--- src/rtl/lut_loader.sv ---
// Run-time loadable lookup table for the normalization path.
// A valid/ready stream fills the table from address 0 upward. The lookup
// side is a registered, enable-gated read with 1-cycle latency.
module lut_loader #(
    parameter int unsigned DATA_WIDTH = 16,
    parameter int unsigned ADDR_WIDTH = 6,
    parameter string       TYPE       = "DISTRIBUTED"
) (
    input  logic                  clk,
    input  logic                  reset,
    input  logic                  load_start,
    input  logic [DATA_WIDTH-1:0] wr_data,
    input  logic                  wr_valid,
    output logic                  wr_ready,
    output logic                  load_busy,
    output logic                  load_done,
    output logic [ADDR_WIDTH:0]   word_count,
    input  logic [ADDR_WIDTH-1:0] address,
    input  logic                  enable,
    output logic [DATA_WIDTH-1:0] data_out
);

    localparam int unsigned ROM_DEPTH = 1 << ADDR_WIDTH;
    localparam int unsigned CNT_WIDTH = ADDR_WIDTH + 1;
    localparam logic [ADDR_WIDTH-1:0] LAST_ADDR = ADDR_WIDTH'(ROM_DEPTH - 1);

    typedef enum logic [1:0] {
        ST_IDLE = 2'd0,
        ST_LOAD = 2'd1,
        ST_DONE = 2'd2
    } state_t;

    state_t                r_state;
    logic [ADDR_WIDTH-1:0] r_ptr;
    logic [CNT_WIDTH-1:0]  r_count;
    logic                  r_done;
    logic                  r_ready;
    logic                  r_busy;
    logic [DATA_WIDTH-1:0] r_data;
    logic                  w_beat;

    // r_ready is high exactly in LOAD; a load_start in the same cycle drops the beat
    assign w_beat = r_ready & wr_valid & ~load_start;

    // Load sequencer: state, write pointer, word count and registered status flags
    always_ff @(posedge clk or posedge reset) begin
        if (reset) begin
            r_state <= ST_IDLE;
            r_ptr   <= '0;
            r_count <= '0;
            r_done  <= 1'b0;
            r_ready <= 1'b0;
            r_busy  <= 1'b0;
        end else begin
            case (r_state)
                ST_IDLE: begin
                    if (load_start) begin
                        r_state <= ST_LOAD;
                        r_ptr   <= '0;
                        r_count <= '0;
                        r_done  <= 1'b0;
                        r_ready <= 1'b1;
                        r_busy  <= 1'b1;
                    end
                end
                ST_LOAD: begin
                    if (load_start) begin
                        r_ptr   <= '0;
                        r_count <= '0;
                    end else if (wr_valid) begin
                        r_ptr   <= r_ptr + ADDR_WIDTH'(1);
                        r_count <= r_count + CNT_WIDTH'(1);
                        if (r_ptr == LAST_ADDR) begin
                            r_state <= ST_DONE;
                            r_done  <= 1'b1;
                            r_ready <= 1'b0;
                            r_busy  <= 1'b0;
                        end
                    end
                end
                ST_DONE: begin
                    if (load_start) begin
                        r_state <= ST_LOAD;
                        r_ptr   <= '0;
                        r_count <= '0;
                        r_done  <= 1'b0;
                        r_ready <= 1'b1;
                        r_busy  <= 1'b1;
                    end
                end
                default: begin
                    r_state <= ST_IDLE;
                    r_ready <= 1'b0;
                    r_busy  <= 1'b0;
                end
            endcase
        end
    end

    // Table storage; the branch only selects the ram_style mapping hint
    generate
        if (TYPE == "BLOCK") begin : g_table
            (* ram_style = "block" *) logic [DATA_WIDTH-1:0] r_mem [ROM_DEPTH];

            // Stream write port
            always_ff @(posedge clk) begin
                if (w_beat) r_mem[r_ptr] <= wr_data;
            end

            // Registered lookup; same-cycle write to the read address returns old data
            always_ff @(posedge clk or posedge reset) begin
                if (reset)       r_data <= '0;
                else if (enable) r_data <= r_mem[address];
            end
        end else begin : g_table
            (* ram_style = "distributed" *) logic [DATA_WIDTH-1:0] r_mem [ROM_DEPTH];

            // Stream write port
            always_ff @(posedge clk) begin
                if (w_beat) r_mem[r_ptr] <= wr_data;
            end

            // Registered lookup; same-cycle write to the read address returns old data
            always_ff @(posedge clk or posedge reset) begin
                if (reset)       r_data <= '0;
                else if (enable) r_data <= r_mem[address];
            end
        end
    endgenerate

    assign wr_ready   = r_ready;
    assign load_busy  = r_busy;
    assign load_done  = r_done;
    assign word_count = r_count;
    assign data_out   = r_data;

endmodule

--- config.mk ---
export PLATFORM = sky130hd
export DESIGN_NAME = lut_loader
export DESIGN_NICKNAME = d
export VERILOG_FILES = /design/src/rtl/lut_loader.sv
export SDC_FILE = /design/constraint.sdc
export NUM_CORES = 1
export LEC_CHECK = 0
export ABC_CLOCK_PERIOD_IN_PS = 2250
export CAP_MARGIN = 10
export CORE_ASPECT_RATIO = 2
export CORE_UTILIZATION = 29
export CTS_CLUSTER_DIAMETER = 60
export DETAILED_ROUTE_END_ITERATION = 6
export GPL_ROUTABILITY_DRIVEN = 0
export PLACE_DENSITY_LB_ADDON = 0.2
export SLEW_MARGIN = 20
export SYNTH_ARGS = -nofsm -noshare
export SYNTH_HDL_FRONTEND = slang
export SYNTH_SLANG_ARGS = --single-unit
--- constraint.sdc ---
create_clock -name clk -period 2.25 [get_ports clk]
set_input_delay 0.5625 -clock clk [delete_from_list [all_inputs] [get_ports clk]]
set_output_delay 0.5625 -clock clk [all_outputs]
set_load 0.03 [all_outputs]
==> reports/metrics.yaml <==
route:
  top_layer: "met4"
  ant_nets: 0
  first_pass_iters: 5
  dr_wl_met2_um: 67200
  post_drt_wl_per_cell_um: 28.4
  drt-initial-drc-count: 1326
  vias: 20800
  vias_per_cell: 4.85
  wl_met1_um: 43000
  totalWireLength_um: 122000
  drc_errors: 0
  met3WireLength_um: 4050
sta:
  setup_violations: 0
  rsz0062_at_grt: "no"
  slew_headroom: 0.499
  post-route-min-period_ns: 2.25
  drv_slew: 0
  fin_crit_sh: 0.998
  hold_viol: 0
  clock_skew_ns: 0.0344
  tightest_slew_ns: 0.730
  hold_ws_ns: 0.284
  tns_ns: 0
  fmax_mhz: 445
placed_design:
  portBuffers: 52
  dp_hpwl_um: 83900
setup_path:
  slowest_stage: "clkdlybuf4s50_1"
  path_buf_inv: 4
  cp_data_arrival_time_ns: 2.87
  crit_path_start: "address[1]"
  crit_fanout: 16
  cpMostUsedCell: "buf_4"
  crit_type: "in -> reg"
  critPathMaxStageDelay_ns: 0.66
  required_ns: 2.88
  rr_startpoint: "g_table.r_mem[23][4]$_DFFE_PP_"
  worst_setup_path_end_kind: "register"
  startpoint_type: "input port"
  crit_chain: "clkdlybuf4s50_1 > buf_4 > nor2b_2 > buf_12 > a22o_1 > o21ai_0 > buf_4 > o211ai_1"
  critical_path.top_delay_family: "buffers and inverters"
layout:
  final_util: 0.358
  drive_gt1_frac: 0.273
  regArea_um2: 31600
  nNetsFinal: 2377
  multi_input_area_um2: 8730
  syn_to_final_growth_pct: 22.5
  fill_cells: 12900
power_and_ir_drop:
  p_sw_frac: 0.224
  p_total_uw: 40900
  p_int_uw: 31800
  seqPwrFrac: 0.533
  p_clk_frac: 0.404
  combPwrFrac: 0.064
  ir_drop_v: 0.000557
  cellPowerDensity_nw_per_um2: 819
  p_switching_uw: 9170
  p_leak_uw: 0.0163
synth:
  yosysSeqAreaShare: 0.774
  async_flop_share: 0.0312
  netlist_top_cells_area: "edfxtp_1 75%, mux4_2 8.8%, mux2i_1 4.7%, dfrtp_1 2.0%, a22o_1 1.1%"
  synth-edff-count: 1024
  synth_common_cells: "1024 x edfxtp_1, 192 x mux2i_1, 160 x mux4_2, 107 x nor2_1, 61 x clkbuf_1"
  syn_nets: 2059
  synthMostInstantiatedCell: "edfxtp_1"
  synthFlopType: "edfxtp_1"
  avgSynthCellArea_um2: 20.1
  synth-seq-cells: 1057
  yosysWarnings: 0
  synth_top_area_share: 0.754
  synthCells: 2030
  synthesis.area_um2: 40800
  ys_types: 48
  yosysTopAreaCell: "edfxtp_1"
global_routing:
  grt_pass1_vias: 22100
  grt_start_max_net_pins: 65
  gr-total-overflow: 0
  grt_usage: 0.174
  antenna_found_initial: 9
  grt_pass1_wl_um: 172000
floorplanning:
  ioPinCount: 53
  start_util: 0.292
  fp.dieW_um: 267
  dieArea_um2: 142000
  coreArea_um2: 140000
  die_y_um: 532
  row_count: 194
clocking:
  htree_levels: 3
  numCtsBuffers: 97
  clkTransAtPathRegs_ns: 0.07
  tritoncts: "done"
  clockBufferDepth: 3
  clk_latency_ns: 0.71
  root_buffer: "clkbuf_16"
  clock-sinks: 1057
  postCtsHoldBufs: 0
run:
  cap_violations: 0
status:
  outcome: "complete, no violations"
hold_path:
  min_path_type: "in -> async"
## final cells by class
class / instances / share of cell area
antenna: 13 / 0.000651
clock buffer: 114 / 0.0503
clock inverter: 63 / 0.0129
inverter: 5 / 0.000376
multi-input combinational: 845 / 0.175
sequential: 1057 / 0.632
tap: 1862 / 0.0466
timing repair buffer: 342 / 0.0823
## layer usage
layer  GRT usage  vias to the layer above
met1       0.182                    11100
met3      0.0237                      190
met2       0.322                      525
li1            -                     9042
met5           0                        -
met4       0.107                        0
## final timing paths
| path | cells after the start | to | slack, ns |
|---|---|---|---|
| max in group asynchronous | 3 | data_out[6]$_DFFE_PP0P_ | 1.56 |
| setup / recovery | 8 | data_out[4]$_DFFE_PP0P_ | 0.004 |
| min in group clk | 2 | g_table.r_mem[35][7]$_DFFE_PP_ | 0.33 |
| setup reg to reg | 6 | data_out[4]$_DFFE_PP0P_ | 0.07 |
| hold reg to reg | 2 | load_done$_DFFE_PP0P_ | 0.53 |
| hold / removal | 3 | word_count[2]$_DFFE_PP0P_ | 0.28 |
## stage by stage
stage	cell area [um2]	instances	setup slack, ns
final	50000	4301	0.00420
after CTS	49900	4288	0.00282
after floorplan	40900	2030	-0.236
after global placement	46700	4111	-1.01
after detailed placement	46700	4111	-0.983
after global routing	50000	4300	0.00911
## layout by cell type (no fill, tap or decap), types with 6 or more instances in the layout
cell / n
edfxtp_1: 1024
clkinv_2: 14
dfrtp_1: 27
buf_2: 17
a2111oi_1: 8
dfrtp_2: 6
clkbuf_1: 15
dlygate4sd2_1: 18
o21ai_1: 27
o22ai_1: 49
and4_1: 13
clkinv_1: 26
nor2_1: 74
o211ai_1: 44
buf_12: 121
a21oi_1: 6
clkdlybuf4s50_1: 7
nand2_1: 30
bufinv_16: 9
a22oi_1: 44
mux2i_1: 191
a22o_1: 51
o21ai_0: 36
nor2_2: 32
xor2_1: 6
mux4_2: 160
clkbuf_16: 97
buf_4: 169
diode_2: 13
## flip-flops by register name, summed over array words and instances, names as in the netlist
name / count
g_table.r_mem: 1024
data_out: 16
word_count: 7
r_ptr: 6
r_state: 2
load_busy: 1
load_done: 1
## power by group through the flow
stage,Clock [uW],Combinational [uW],Sequential (uW)
floorplan,0,1030,22200
global placement,0,2650,22200
detailed placement,0,2670,22200
CTS,17000,2650,21800
global route,17600,2740,21800
finish,16500,2610,21800
## logic make-up after synthesis
| family | share of synthesized area |
|---|---|
| buffers and inverters | 0.0149 |
| adder cells (fa/ha/maj) | 0.000614 |
| XOR/XNOR | 0.00129 |
| AO/OA/AOI/OAI | 0.0499 |
| flip-flops | 0.774 |
| AND/OR/NAND/NOR | 0.0232 |
| multiplexers | 0.136 |
## repair_timing
action                     in CTS  in global routing
gates resized for setup        47                 13
buffers inserted                0                  0
setup endpoints to repair      29                 11
## worst min-delay path: cells and delay by family
| family | cells | cell delay [ns] |
|---|---|---|
| buf+inv | 3 | 0.87 |
No activity file was read; power rests on OpenSTA's default activity.
